--- src/rtl/pem_ref_generator_pkg.sv ---
// Shared types and widths for the PEM reference generator.
// The accumulator carries one extra bit so acc+inc cannot overflow before the modulus compare.
package pem_ref_generator_pkg;

  localparam int ACC_W  = 21;
  localparam int FREQ_W = 20;

  typedef enum logic [1:0] {
    ST_IDLE   = 2'd0,
    ST_LOADED = 2'd1,
    ST_RUN    = 2'd2
  } pem_state_e;

  // A frequency is usable only if it is nonzero and strictly below the window length.
  function automatic logic freq_load_ok(input logic [FREQ_W-1:0] freq,
                                        input logic [FREQ_W-1:0] modulus);
    return (freq != '0) && (freq < modulus);
  endfunction

endpackage

--- src/rtl/pem_phase_accumulator.sv ---
// Combinational modular step for the phase accumulator: next = (acc + inc) mod MODULUS.
// o_wrap marks the step that crossed the modulus, i.e. one synthesized reference edge.
module pem_phase_accumulator
  import pem_ref_generator_pkg::*;
#(
  parameter logic [FREQ_W-1:0] MODULUS = 20'd1000000
) (
  input  logic [ACC_W-1:0]  i_acc,
  input  logic [FREQ_W-1:0] i_inc,
  output logic [ACC_W-1:0]  o_acc_next,
  output logic              o_wrap
);

  logic [ACC_W-1:0] w_sum;
  logic [ACC_W-1:0] w_modulus;

  assign w_modulus  = {{(ACC_W-FREQ_W){1'b0}}, MODULUS};
  assign w_sum      = i_acc + {{(ACC_W-FREQ_W){1'b0}}, i_inc};
  assign o_wrap     = (w_sum >= w_modulus);
  assign o_acc_next = o_wrap ? (w_sum - w_modulus) : w_sum;

endmodule

--- src/rtl/pem_ref_generator.sv ---
// Synthesizes a reference edge strobe at frequency/frequency_detect_count edges per sample
// using a drift-free modular phase accumulator, with optional divide-by-2 output filtering.
//
// state     | meaning
// ST_IDLE   | waiting for an accepted frequency load; accumulator held at 0
// ST_LOADED | increment valid, waiting for first data_valid to start
// ST_RUN    | one accumulator step per data_valid, PEM_posedge on wrap
module pem_ref_generator
  import pem_ref_generator_pkg::*;
#(
  parameter logic [FREQ_W-1:0] frequency_detect_count = 20'd1000000,
  parameter logic [FREQ_W-1:0] filter_threshold       = 20'd75000
) (
  input  logic              clk,
  input  logic              rst_n,
  input  logic              enable,
  input  logic              data_valid,
  input  logic [FREQ_W-1:0] frequency,
  input  logic              frequency_valid,
  output logic              PEM_posedge,
  output logic              PEM_posedge_filtered,
  output logic              filter_sig,
  output logic [FREQ_W-1:0] phase,
  output logic              running,
  output logic              freq_error
);

  pem_state_e        r_state;
  logic [ACC_W-1:0]  r_acc;
  logic [FREQ_W-1:0] r_inc;
  logic              r_pulse;
  logic              r_toggle;
  logic              r_filter_sig;
  logic              r_freq_error;

  logic              w_load_ok;
  logic              w_step;
  logic              w_wrap;
  logic [ACC_W-1:0]  w_acc_next;

  assign w_load_ok = freq_load_ok(frequency, frequency_detect_count);
  assign w_step    = enable && data_valid && (r_state != ST_IDLE);

  pem_phase_accumulator #(
    .MODULUS (frequency_detect_count)
  ) u_phase_acc (
    .i_acc      (r_acc),
    .i_inc      (r_inc),
    .o_acc_next (w_acc_next),
    .o_wrap     (w_wrap)
  );

  // The step always uses the registered increment, so a coincident load takes effect one step later.
  always_ff @(posedge clk or negedge rst_n) begin
    if (!rst_n) begin
      r_state  <= ST_IDLE;
      r_acc    <= '0;
      r_pulse  <= 1'b0;
      r_toggle <= 1'b0;
    end else if (!enable) begin
      r_state  <= ST_IDLE;
      r_acc    <= '0;
      r_pulse  <= 1'b0;
      r_toggle <= 1'b0;
    end else begin
      r_pulse <= w_step && w_wrap;
      if (w_step) begin
        r_acc   <= w_acc_next;
        r_state <= ST_RUN;
      end else if ((r_state == ST_IDLE) && frequency_valid && w_load_ok) begin
        r_state <= ST_LOADED;
      end
      if (r_pulse && r_filter_sig) begin
        r_toggle <= ~r_toggle;
      end
    end
  end

  // Increment and filter selection survive IDLE so a rejected load leaves the last good setting.
  always_ff @(posedge clk or negedge rst_n) begin
    if (!rst_n) begin
      r_inc        <= '0;
      r_filter_sig <= 1'b0;
      r_freq_error <= 1'b0;
    end else if (frequency_valid) begin
      if (w_load_ok) begin
        r_inc        <= frequency;
        r_filter_sig <= (frequency > filter_threshold);
        r_freq_error <= 1'b0;
      end else begin
        r_freq_error <= 1'b1;
      end
    end
  end

  assign PEM_posedge          = r_pulse;
  assign PEM_posedge_filtered = r_pulse && !(r_filter_sig && r_toggle);
  assign filter_sig           = r_filter_sig;
  assign phase                = r_acc[FREQ_W-1:0];
  assign running              = (r_state == ST_RUN);
  assign freq_error           = r_freq_error;

endmodule
--- config.mk ---
export PLATFORM = sky130hd
export DESIGN_NAME = pem_ref_generator
export DESIGN_NICKNAME = d
export VERILOG_FILES = /design/src/rtl/pem_ref_generator_pkg.sv /design/src/rtl/pem_phase_accumulator.sv /design/src/rtl/pem_ref_generator.sv
export SDC_FILE = /design/constraint.sdc
export NUM_CORES = 1
export LEC_CHECK = 0
export ABC_AREA = 1
export ABC_CLOCK_PERIOD_IN_PS = 2700
export CORE_MARGIN = 2
export CORE_UTILIZATION = 59
export DETAILED_ROUTE_END_ITERATION = 10
export DONT_BUFFER_PORTS = 1
export GPL_TIMING_DRIVEN = 1
export PLACE_DENSITY = 0.78
export SYNTH_ARGS = -nofsm -noshare
export SYNTH_HDL_FRONTEND = slang
export SYNTH_HIERARCHICAL = 1
export SYNTH_SLANG_ARGS = --single-unit
--- constraint.sdc ---
create_clock -name clk -period 2.7 [get_ports clk]
set_input_delay 0.27 -clock clk [delete_from_list [all_inputs] [get_ports clk]]
set_output_delay 0.27 -clock clk [all_outputs]
set_load 0.005 [all_outputs]
After elaboration in Yosys (flattened, before gate mapping)
Cells that the tools add are included.

Flip-flop bits (word level): 47. Input port bits: 25. Output and inout port bits: 25. Word-level logic and storage cells: 41.

Add/subtract/negate cells: 2. Magnitude comparators: 3. Eq/ne operators: 4. Mux-type cells: 10. Bitwise logic cells: 1. Reductions and logical operators: 14.

Operators with widths (count): 21-bit two-way mux (3); 21-bit by 20-bit adder with 21-bit output (1); 21-bit by 20-bit greater-or-equal comparator with 1-bit output (second input constant) (1); 21-bit by 20-bit subtractor with 21-bit output (second input constant) (1); 20-bit by 17-bit greater-than comparator with 1-bit output (second input constant) (1); 20-bit less-than comparator (second input constant) (1); 20-bit nonzero test (1); 1-bit logical AND (9); 2-bit two-way mux (3); 1-bit two-way mux (4); 2-bit by 1-bit inequality test with 1-bit output (second input constant) (2); 3-bit by 1-bit inequality test with 1-bit output (second input constant) (1); 2-bit == test (second input constant) (1); 2-bit logical NOT (1); 2-bit AND reduction (1); 2-bit nonzero test (1); 1-bit logical NOT (1); 1-bit inverter (1).

Logic depth before layout (Yosys ltp)
Gate-level depths: netlist (run 1).

Word-level depth: 6. Depth in mapped cells: 22.

By module
The synthesis (run 1) kept the hierarchy.

Modules (own cells, without submodules): pem_ref_generator (instances 1, cells an instance 295, area each 2307.2 µm², sequential area each 1176.1 µm²); pem_phase_accumulator (instances 1, cells an instance 420, area each 2184.6 µm², sequential area each 0.0 µm²).

Worst setup path after synthesis (run 1)
Ideal clock, no wire load.

Path kind: reg-to-reg. Start point: reg r_acc[0]. End point: reg r_acc[14]. Setup time: 83 ps. Arrival time: 2561 ps. Data required time: 2617 ps. Slack: 56 ps. Cell stages (with the launch flop): 21. Buffers on the path: 1. Path through: dfrtp_1 ha_1 inv_1 fa_1 nor2_1 or2_1 nand3_2 nand2_2 nand2_1 nand2_2 nand2_1 nor2_2 nand2_1 nor2_2 nand2_4 nand2_8 buf_8 nand2_1 o21ai_2 inv_1 o21ai_0.

Word-level cells in the longest chain between the ends: 5. Elaborated cells on any way between the ends: 6. Classes of those cells: add/sub (2); order compare (1); mux (3).

RTL lines: from (decl) (line pem_ref_generator.sv:29) `logic [ACC_W-1:0] r_acc;`; from (signal assigned) (line pem_ref_generator.sv:68) `r_acc <= w_acc_next;`; 21-bit by 20-bit adder with 21-bit output * (line pem_phase_accumulator.sv:18) `assign w_sum = i_acc + {{(ACC_W-FREQ_W){1'b0}}, i_inc};`; 21-bit by 20-bit subtractor with 21-bit output or 21-bit by 20-bit greater-or-equal comparator with 1-bit output (tied branches) (line pem_phase_accumulator.sv:20, pem_phase_accumulator.sv:19); 21-bit two-way mux * (line pem_phase_accumulator.sv:20) `assign o_acc_next = o_wrap ? (w_sum - w_modulus) : w_sum;`; named net w_acc_next[14] (line pem_ref_generator.sv:39) `logic [ACC_W-1:0] w_acc_next;`; 21-bit two-way mux * (line pem_ref_generator.sv:67) `if (w_step) begin`; 21-bit two-way mux * (line pem_ref_generator.sv:60) `end else if (!enable) begin`.

The timed path passes the listed nets; every way through them passes the cells marked *. The select of a mux whose other input is x is not followed. A chain may end at the register's enable or synchronous reset.

Final worst setup path (run 1)
Start point: reg r_acc[7]. End point: reg r_acc[11].

Word-level cells in the longest chain between the ends: 5. Elaborated cells on any way between the ends: 6. Classes of those cells: add/sub (2); order compare (1); mux (3).

RTL lines: 21-bit by 20-bit adder with 21-bit output (line pem_phase_accumulator.sv:18); 21-bit by 20-bit greater-or-equal comparator with 1-bit output (line pem_phase_accumulator.sv:19) `assign o_wrap = (w_sum >= w_modulus);`; named net w_wrap (line pem_ref_generator.sv:38) `logic w_wrap;`; 21-bit two-way mux (line pem_phase_accumulator.sv:20); named net w_acc_next[11] (line pem_ref_generator.sv:39); 21-bit two-way mux (line pem_ref_generator.sv:67); 21-bit two-way mux (line pem_ref_generator.sv:60).

The timed path passes the listed nets, and every way through them passes these cells. The select of a mux whose other input is x is not followed.

==> run_results.csv, run 1 <==
group,metric,value,unit
cells_and_area,final_nets,824,
global_route,met1_usage,40.9,%
synthesis,syn_area,0.00449,mm2
global_route,grt-ovfl-total,0,
critical_path,cp_max_fo,7,
synthesis,synth_edf_count,0,
pwr,p_leak,2.98,nW
detailed_routing,initialDrtViolationCount,542,
sta,worstMarginPinSlew,0.460,ns
clocking,clockRootBuffer,"clkbuf_8",
critical_path,startpoint_type,"flop",
detailed_routing,wl_per_cell,16.6,um
cells_and_area,fillCellCount,506,
job,max_cap_viol_count,0,
detailed_routing,vias,5055,
clocking,htreeDepth,2,
floorplan,die_w,91.3,um
critical_path,worstPathRequired,2.94,ns
pwr,finalPower,3.06,mW
synthesis,ys_warn_count,6,
sta,timing.fmax,0.354,GHz
sta,setup_ws,-0.123,ns
pwr,clkPwrFrac,15.0,%
synthesis,avgSynthCellArea,6.28,um2
critical_path,critical_path_class,"flop to flop",
pwr,power_frac_seq,28.2,%
cells_and_area,drive_gt1_share,32.0,%
clocking,clk_pin_slew,0.10,ns
sta,fin_crit_sh,105,%
global_route,track_usage,32.5,%
global_route,grt-busiest-layer,"met2",
sta,final.min_clock_period,2.82,ns
run_status,violations,"negative setup slack",
synthesis,syn_inst,715,
critical_path,end_kind,"flop",
global_route,grt_pass1_wl,21700,um
cells_and_area,fin_util,77.3,%
floorplan,die_h,91.3,um
clocking,cts_buffers,5,
global_route,grt.met2_usage,55.4,%
floorplan,start_util,61.3,%
synthesis,ys_ff_latch,47,
global_route,grt_pass1_vias,4657,
synthesis,synthArstFlopShare,100,%
detailed_routing,drc,0,
pwr,irDropWorstVdd,0.299,mV
detailed_routing,viasPerCell,5.77,
detailed_routing,dr.pass1.iters,5,
synthesis,synth_fp_nets,763,
global_route,grt_use_met3,6.14,%
pwr,p_sw_share,45.1,%
sta,setup_violations,13,
pwr,pwr-share-comb,56.8,%
floorplan,fp-row-count,31,
synthesis,yosys.cell_types.count,37,
detailed_routing,drt_wl_total,14500,um
global_route,grt_max_degree,48,
clocking,clockBufferDepth,2,
global_route,antenna_found_initial,0,
synthesis,synth_most_common_cell,"nand2_1",
synthesis,synthFlopType,"dfrtp_1",
critical_path,worstPathArrival,3.07,ns
clocking,cts_tree,"built",
place,hpwlAfterDp,9410,um
sta,rsz0062_at_grt,"yes",
pwr,internal_power,1.68,mW
sta,timing_hold_violations_final,0,
sta,fin_worst_skew,0.00841,ns
clocking,clk_latency,0.32,ns
min_path,holdCritPathClass,"input port to flop",
floorplan,ios,50,
synthesis,yosys.area.top_type,"dfrtp_1",
synthesis,yosysSeqAreaShare,26.2,%
clocking,clkSinkCount,47,
synthesis,yosysTopAreaCellShare,26.2,%
run_status,status,"finished with violations",
pwr,switching_power,1.38,mW
sta,relSlewSlack,69.3,%
place,numPortBuffers,0,
pwr,power.density,539,mW/mm2
cells_and_area,num_antenna_cells,0,
synthesis,synthTopCellsByArea,"dfrtp_1 26%, nand2_1 21%, inv_1 7.9%",
floorplan,dieArea,0.00833,mm2
detailed_routing,drtAntennaViolNets,0,
synthesis,synth.cells.most_frequent,"255 x nand2_1, 95 x inv_1, 68 x nand3_1, 47 x dfrtp_1, 47 x nor2_1",
place,place_congestion,0.957,
sta,final_max_slew_viol_count,0,
place,place_worst_setup_slack,-0.167,ns
cells_and_area,area_growth,26.1,%
floorplan,coreArea,0.00733,mm2
## final timing paths
kind                            cells past startpoint    endpoint  slack, ns          start
worst min register to register                      2  r_state[1]       0.49     r_state[1]
worst max register to register                     20   r_acc[11]      -0.12       r_acc[7]
min in group asynchronous                           2    r_acc[9]       0.44          rst_n
worst min-delay path                                2   r_inc[14]       0.06  frequency[14]
worst max-delay path                               20   r_acc[11]      -0.12       r_acc[7]
max in group asynchronous                           2    r_inc[4]       2.02          rst_n
## cell families (layout without fill, tap and decap cells)
kind of cell               count (synthesis)  count (layout)  share of synthesized area [%]
xor gates and xnor gates                  11              11                           2.15
adders and majority gates                 23              23                           6.57
AOI/OAI and AO/OA                         62              62                           8.02
buffers and inverters                    145             204                           14.8
and+or+nand+nor                          427             430                           42.3
DFF                                       47              47                           26.2
## registers in the layout (all words and copies together) (netlist names)
signal,flops
r_acc,21
r_inc,20
r_state,2
PEM_posedge,1
filter_sig,1
freq_error,1
r_toggle,1
## power groups by stage
stage / clock network [mW] / registers (mW) / logic (mW)
2_1_floorplan: 0 / 0.822 / 0.927
3_3_place_gp: 0 / 0.842 / 1.28
4_1_cts: 0.469 / 0.850 / 1.44
5_1_grt: 0.506 / 0.866 / 1.87
6_report: 0.460 / 0.860 / 1.74
3_5_place_dp: 0 / 0.845 / 1.32
## per-layer routing
layer	part of all wire (%)	wire length (um)
met5	0	0
met4	4.0	575
met3	9.2	1330
met1	38	5570
met2	48	7050
## stage by stage
| stage | std cells | setup TNS, ns | hold WS, ns | cell area, um2 |
|---|---|---|---|---|
| 2_1_floorplan | 715 | 0 | -0.0256 | 4490 |
| 3_3_place_gp | 847 | -0.0878 | -0.0236 | 4870 |
| 3_5_place_dp | 847 | -1.71 | -0.0236 | 4870 |
| 4_1_cts | 864 | 0 | 0.0575 | 5260 |
| 5_1_grt | 876 | -2.46 | 0.0520 | 5660 |
| 6_report | 876 | -0.662 | 0.0579 | 5660 |
## worst max-delay path: stages, from the launching register on
cell,delay (ns)
dfrtp_2,0.45
ha_4,0.27
nand2_2,0.13
inv_2,0.05
nand2_1,0.11
nand2_2,0.12
inv_2,0.11
nand2_2,0.07
nand2_2,0.08
nand2_1,0.05
nand2_1,0.07
nand2_2,0.06
inv_2,0.11
nand2_4,0.08
nor3_4,0.28
nand2_8,0.16
nand2_8,0.15
nand2_1,0.09
o21ai_2,0.09
inv_2,0.08
o21ai_1,0.12
## layout make-up
cell class	count	area (um2)	share of cell area (%)
Multi-Input combinational cell	526	3180	56.1
Sequential cell	47	1190	21.0
Timing Repair Buffer	85	664	11.7
Inverter	111	417	7.36
Tap cell	99	124	2.19
Clock buffer	5	68.8	1.21
Clock inverter	3	22.5	0.398
## layout by cell type (no fill, tap or decap), types with 2 or more instances in the layout
cell,n
nand3_1,56
nand4_1,9
nand2_4,7
inv_1,89
clkbuf_8,5
o21ai_2,13
nand3b_1,3
ha_2,2
nand2_2,39
a21oi_2,3
xnor2_1,2
nor2_2,11
buf_4,82
ha_1,5
nor2_4,5
nand3_2,15
o21ai_0,15
nand2_8,6
xor2_1,8
nand2_1,224
o21ai_1,11
nor2_1,43
inv_2,21
ha_4,15
a21oi_1,16
nor3_1,5
dfrtp_2,10
dfrtp_1,37
nor3_2,3
## timing repair
| action | in CTS | in global routing |
|---|---|---|
| setup buffers | 4 | 12 |
| setup endpoints to repair | 15 | 16 |
| endpoints found under the hold margin | 47 | 0 |
| hold buffers | 2 | 0 |
| gates resized for setup | 38 | 88 |
| pin swaps | 18 | 42 |
| gates cloned | 3 | 0 |
Note: power is estimated with default switching activity, not from simulation.
==> run 2, diff against run 1 <==
Settings changed: REMOVE_ABC_BUFFERS from default to 1.
==> run_results.csv, run 2 (synthesis gave the netlist of run 1 again) <==
group,metric,value,unit
cells_and_area,top_regs,"r_acc (21), r_inc (20), r_state (2)",
clocking,htreeDepth,2,
cells_and_area,final_cell_mix,"216 x nand2_1, 91 x inv_1, 71 x buf_4",
cells_and_area,final_nets,816,
detailed_routing,drtAntennaViolNets,0,
pwr,p_leak,2.95,nW
critical_path,worstPathRequired,2.93,ns
run_status,status,"finished with violations",
global_route,grt_max_degree,48,
critical_path,slowest_stage,"dfrtp_1",
place,numPortBuffers,0,
place,postPlaceCellArea,0.00482,mm2
cells_and_area,final_common_cell,"nand2_1",
critical_path,reg2reg_from,"r_inc[4]",
sta,timing.fmax,0.348,GHz
floorplan,fp-row-count,31,
pwr,irDropWorstVdd,0.295,mV
detailed_routing,viasPerCell,5.77,
critical_path,worstPathBufferInverterCount,2,
detailed_routing,drc,0,
floorplan,die_w,91.3,um
cells_and_area,area_growth,26.2,%
critical_path,end_kind,"flop",
critical_path,worstPathArrival,3.11,ns
floorplan,dieArea,0.00833,mm2
pwr,p_sw_share,45.4,%
sta,final_max_slew_viol_count,0,
detailed_routing,initialDrtViolationCount,540,
clocking,clockBufferDepth,2,
global_route,track_usage,30.4,%
run_status,violations,"negative setup slack",
clocking,clk_latency,0.31,ns
sta,final.min_clock_period,2.87,ns
job,max_cap_viol_count,0,
clocking,clk_pin_slew,0.10,ns
cells_and_area,num_antenna_cells,0,
floorplan,ios,50,
cells_and_area,fillCellCount,484,
clocking,clkSinkCount,47,
critical_path,slowest_delay,0.45,ns
sta,fin_crit_sh,106,%
critical_path,startpoint_type,"flop",
global_route,grt-ovfl-total,0,
global_route,grt_pass1_vias,4595,
sta,setup_tns,-1.44,ns
min_path,hold_start,"frequency[14]",
sta,relSlewSlack,68.1,%
min_path,holdCritPathClass,"input port to flop",
cells_and_area,drive_gt1_share,31.7,%
place,hpwlAfterDp,8980,um
pwr,finalPower,3.01,mW
sta,fin_worst_skew,0.00994,ns
place,placed_cells,841,
critical_path,cpMostUsedCell,"nand2_1",
sta,setup_violations,15,
sta,rsz0062_at_grt,"yes",
pwr,internal_power,1.64,mW
detailed_routing,wl_per_cell,16.7,um
cells_and_area,fin_area,0.00567,mm2
pwr,power.density,531,mW/mm2
critical_path,critical_path_class,"flop to flop",
critical_path,critPathTopFamily,"simple AND/OR/NAND/NOR gates",
pwr,power_frac_seq,28.5,%
floorplan,coreArea,0.00733,mm2
place,place_congestion,0.918,
floorplan,start_util,61.3,%
sta,timing_hold_violations_final,0,
global_route,antenna_found_initial,0,
cells_and_area,regMostFlops,"r_acc",
clocking,cts_buffers,5,
detailed_routing,drt_wl_total,14500,um
pwr,switching_power,1.37,mW
global_route,grt_pass1_wl,20600,um
pwr,pwr-share-comb,56.4,%
critical_path,cp_cell_sequence,"ha_4 -> nand2_1 -> inv_1 -> nand3_1 -> nand2_2 -> nand2_1 -> nand2_2 -> nand2_1 -> nand2_1 -> nand2_1 -> nor2_1 -> nand2_2 -> nor2_4 -> nand2_8 -> nand2_8 -> nand2_2 -> o21ai_2 -> inv_1 -> o21ai_1",
pwr,clkPwrFrac,15.1,%
cells_and_area,largest_register_ffs,21,
clocking,cts_tree,"built",
critical_path,cp-startpoint,"r_inc[4]",
cells_and_area,fin_util,77.4,%
floorplan,die_h,91.3,um
cells_and_area,fin_cells,868,
detailed_routing,vias,5007,
detailed_routing,dr.pass1.iters,8,
clocking,clockRootBuffer,"clkbuf_8",
sta,setup_ws,-0.171,ns
sta,worstMarginPinSlew,0.479,ns
critical_path,cp_max_fo,7,
[run 2: routing by layer]
layer,vias up,global-route usage [%],share of wire (%)
met5,-,0,0
met4,0,8.21,3.6
met3,79,5.73,8.8
met2,294,51.7,48
met1,2310,39.4,39
li1,2324,-,-
[run 2: what timing repair did]
item                                   CTS  global route
cloned                                   2             1
buffers inserted                         4            10
hold buffers                             2             0
setup endpoints to repair               15            16
pin swaps                               20            43
endpoints found under the hold margin   47             0
gates resized for setup                 33           106
[run 2: through the flow]
stage / worst slack (ns) / hold WS [ns]
floorplan: 0.000676 / -0.0256
global placement: -0.0752 / -0.0245
detailed placement: -0.134 / -0.0250
CTS: -0.0138 / 0.0683
global route: -0.233 / 0.0600
finish: -0.171 / 0.0651
[run 2: area by class of cell]
cell class | count | area (um2) | share of cell area [%]
clock buffer | 6 | 72.6 | 1.28
clock inverter | 2 | 17.5 | 0.309
inverter | 111 | 417 | 7.35
multi-input combinational | 526 | 3240 | 57.2
sequential | 47 | 1180 | 20.8
tap | 99 | 124 | 2.18
timing repair buffer | 77 | 616 | 10.9
[run 2: final timing paths]
path,cells after the start,endpoint,slack (ns)
max in group asynchronous,2,r_acc[8],2.02
hold / removal,2,r_inc[14],0.07
min in group asynchronous,2,r_acc[1],0.45
setup / recovery,19,r_acc[10],-0.17
setup reg to reg,19,r_acc[10],-0.17
hold reg to reg,2,r_state[1],0.49
[run 2: power by group through the flow]
stage / Sequential [mW] / Clock, mW / Combinational (mW)
6_report: 0.857 / 0.455 / 1.70
5_1_grt: 0.862 / 0.481 / 1.82
4_1_cts: 0.847 / 0.452 / 1.38
3_5_place_dp: 0.844 / 0 / 1.28
3_3_place_gp: 0.842 / 0 / 1.25
2_1_floorplan: 0.828 / 0 / 0.854
==> run 3, diff against run 2 <==
Settings changed: ABC_CLOCK_PERIOD_IN_PS 2700 to 3090, PLACE_DENSITY 0.78 to 0.75.
Clock period 2.7 ns to 3.09 ns, I/O delays scaled along.
==> run_results.csv, run 3 (synthesis gave the netlist of run 1 again) <==
group,metric,value,unit
sta,holdWs,0.109,ns
critical_path,critical_path_class,"flop to flop",
floorplan,start_util,61.3,%
cells_and_area,final_cell_mix,"250 x nand2_1, 95 x inv_1, 68 x nand3_1",
sta,fin_worst_skew,0.00980,ns
sta,timing.fmax,0.340,GHz
clocking,htreeDepth,2,
cells_and_area,fin_cells,799,
sta,final.min_clock_period,2.94,ns
detailed_routing,drt_wl_total,11300,um
floorplan,coreArea,0.00733,mm2
floorplan,dieArea,0.00833,mm2
floorplan,die_w,91.3,um
floorplan,ios,50,
detailed_routing,initialDrtViolationCount,356,
global_route,grt_pass1_vias,4007,
pwr,p_leak,2.55,nW
detailed_routing,vias,4314,
global_route,track_usage,27.8,%
cells_and_area,fin_area,0.00471,mm2
clocking,clockRootBuffer,"clkbuf_8",
place,hpwlAfterDp,8640,um
cells_and_area,fin_util,64.3,%
critical_path,startpoint_type,"flop",
detailed_routing,drc,0,
critical_path,end_kind,"flop",
run_status,status,"finished clean",
cells_and_area,largest_register_ffs,21,
global_route,grt_pass1_wl,18700,um
detailed_routing,wl_per_cell,14.1,um
pwr,irDropWorstVdd,0.238,mV
detailed_routing,viasPerCell,5.40,
sta,timing_hold_violations_final,0,
sta,fin_crit_sh,95.1,%
global_route,grt_max_degree,48,
sta,setup_violations,0,
global_route,grt-ovfl-total,0,
floorplan,fp-row-count,31,
cells_and_area,regMostFlops,"r_acc",
clocking,cts_tree,"built",
clocking,clockBufferDepth,2,
detailed_routing,drtAntennaViolNets,0,
cells_and_area,num_antenna_cells,0,
global_route,grt-busiest-layer,"met2",
sta,relSlewSlack,44.0,%
global_route,grt_use_met3,6.06,%
cells_and_area,final_nets,748,
min_path,holdCritPathClass,"input port to flop",
sta,setup_tns,0,ns
cells_and_area,drive_gt1_share,14.9,%
pwr,finalPower,2.22,mW
cells_and_area,final_common_cell,"nand2_1",
critical_path,worstPathRequired,3.32,ns
place,postPlaceCellArea,0.00442,mm2
place,numPortBuffers,0,
detailed_routing,dr.pass1.iters,5,
cells_and_area,area_growth,4.90,%
global_route,antenna_found_initial,0,
sta,worstMarginPinSlew,0.838,ns
clocking,cts_buffers,5,
global_route,met1_usage,37.3,%
cells_and_area,top_regs,"r_acc (21), r_inc (20), r_state (2)",
sta,final_max_slew_viol_count,0,
place,placed_cells,787,
pwr,power.density,471,mW/mm2
clocking,clk_latency,0.31,ns
critical_path,worstPathArrival,3.16,ns
job,max_cap_viol_count,0,
clocking,clk_pin_slew,0.09,ns
critical_path,cp_max_fo,13,
clocking,clkSinkCount,47,
place,place_congestion,0.895,
global_route,grt.met2_usage,45.2,%
floorplan,die_h,91.3,um
sta,setup_ws,0.152,ns
place,place_worst_setup_slack,0.0827,ns
==> run 3: changes by cell type in the layout (fill, tap and decap cells not counted), sizes merged <==
cell and change:
clkinvlp +1, clkinv -2, buf -66, clkbuf -1, bufinv +1, nand2 -2
==> run 3: area by class of cell <==
cell class / count / area (um2)
Clock buffer: 5 / 68.8
Tap cell: 99 / 124
Sequential cell: 47 / 1180
Timing Repair Buffer: 11 / 105
Multi-Input combinational cell: 524 / 2780
Clock inverter: 2 / 37.5
Fill cell: 673 / 2620
Inverter: 111 / 417
==> run 3: worst paths after layout <==
kind / slack, ns / to / from / cells past startpoint
max in group asynchronous: 2.37 / PEM_posedge / rst_n / 2
min reg2reg: 0.49 / r_state[1] / r_state[1] / 2
max: 0.15 / r_acc[13] / r_acc[0] / 19
min in group asynchronous: 0.50 / r_acc[1] / rst_n / 2
max reg2reg: 0.15 / r_acc[13] / r_acc[0] / 19
min: 0.11 / r_inc[14] / frequency[14] / 2
==> run 3: repair_timing <==
item | CTS | global route
endpoints found under the hold margin | 47 | 0
hold buffers | 2 | 0
setup buffers | 0 | 2
endpoints found under the setup margin | 0 | 15
resized for setup | 0 | 27
==> run 3: report_power, final <==
part,internal (mW),leakage (nW),switching (mW)
clock,0.237,0.0502,0.224
sequential,0.674,0.608,0.0679
combinational,0.363,1.90,0.654
==> run 3: metal layers <==
| metal | vias up | share of wire, % | routed length (um) |
|---|---|---|---|
| met3 | 22 | 8.0 | 900 |
| li1 | 2183 | - | - |
| met1 | 1959 | 45 | 5020 |
| met5 | - | 0 | 0 |
| met2 | 150 | 46 | 5130 |
| met4 | 0 | 1.9 | 216 |
==> run 3: critical path: stages, from the launching register on <==
cell	delay [ns]
dfrtp_1	0.40
ha_2	0.21
inv_1	0.06
fa_2	0.38
nor2_2	0.16
or2_1	0.18
nand3_2	0.11
nand2_2	0.10
nand2_1	0.06
nand2_2	0.14
nand2_1	0.08
nor2_2	0.13
nand2_1	0.08
nor2_2	0.14
nand2_4	0.14
nand2_8	0.14
nand2_1	0.07
o21ai_2	0.06
inv_1	0.04
o21ai_0	0.18
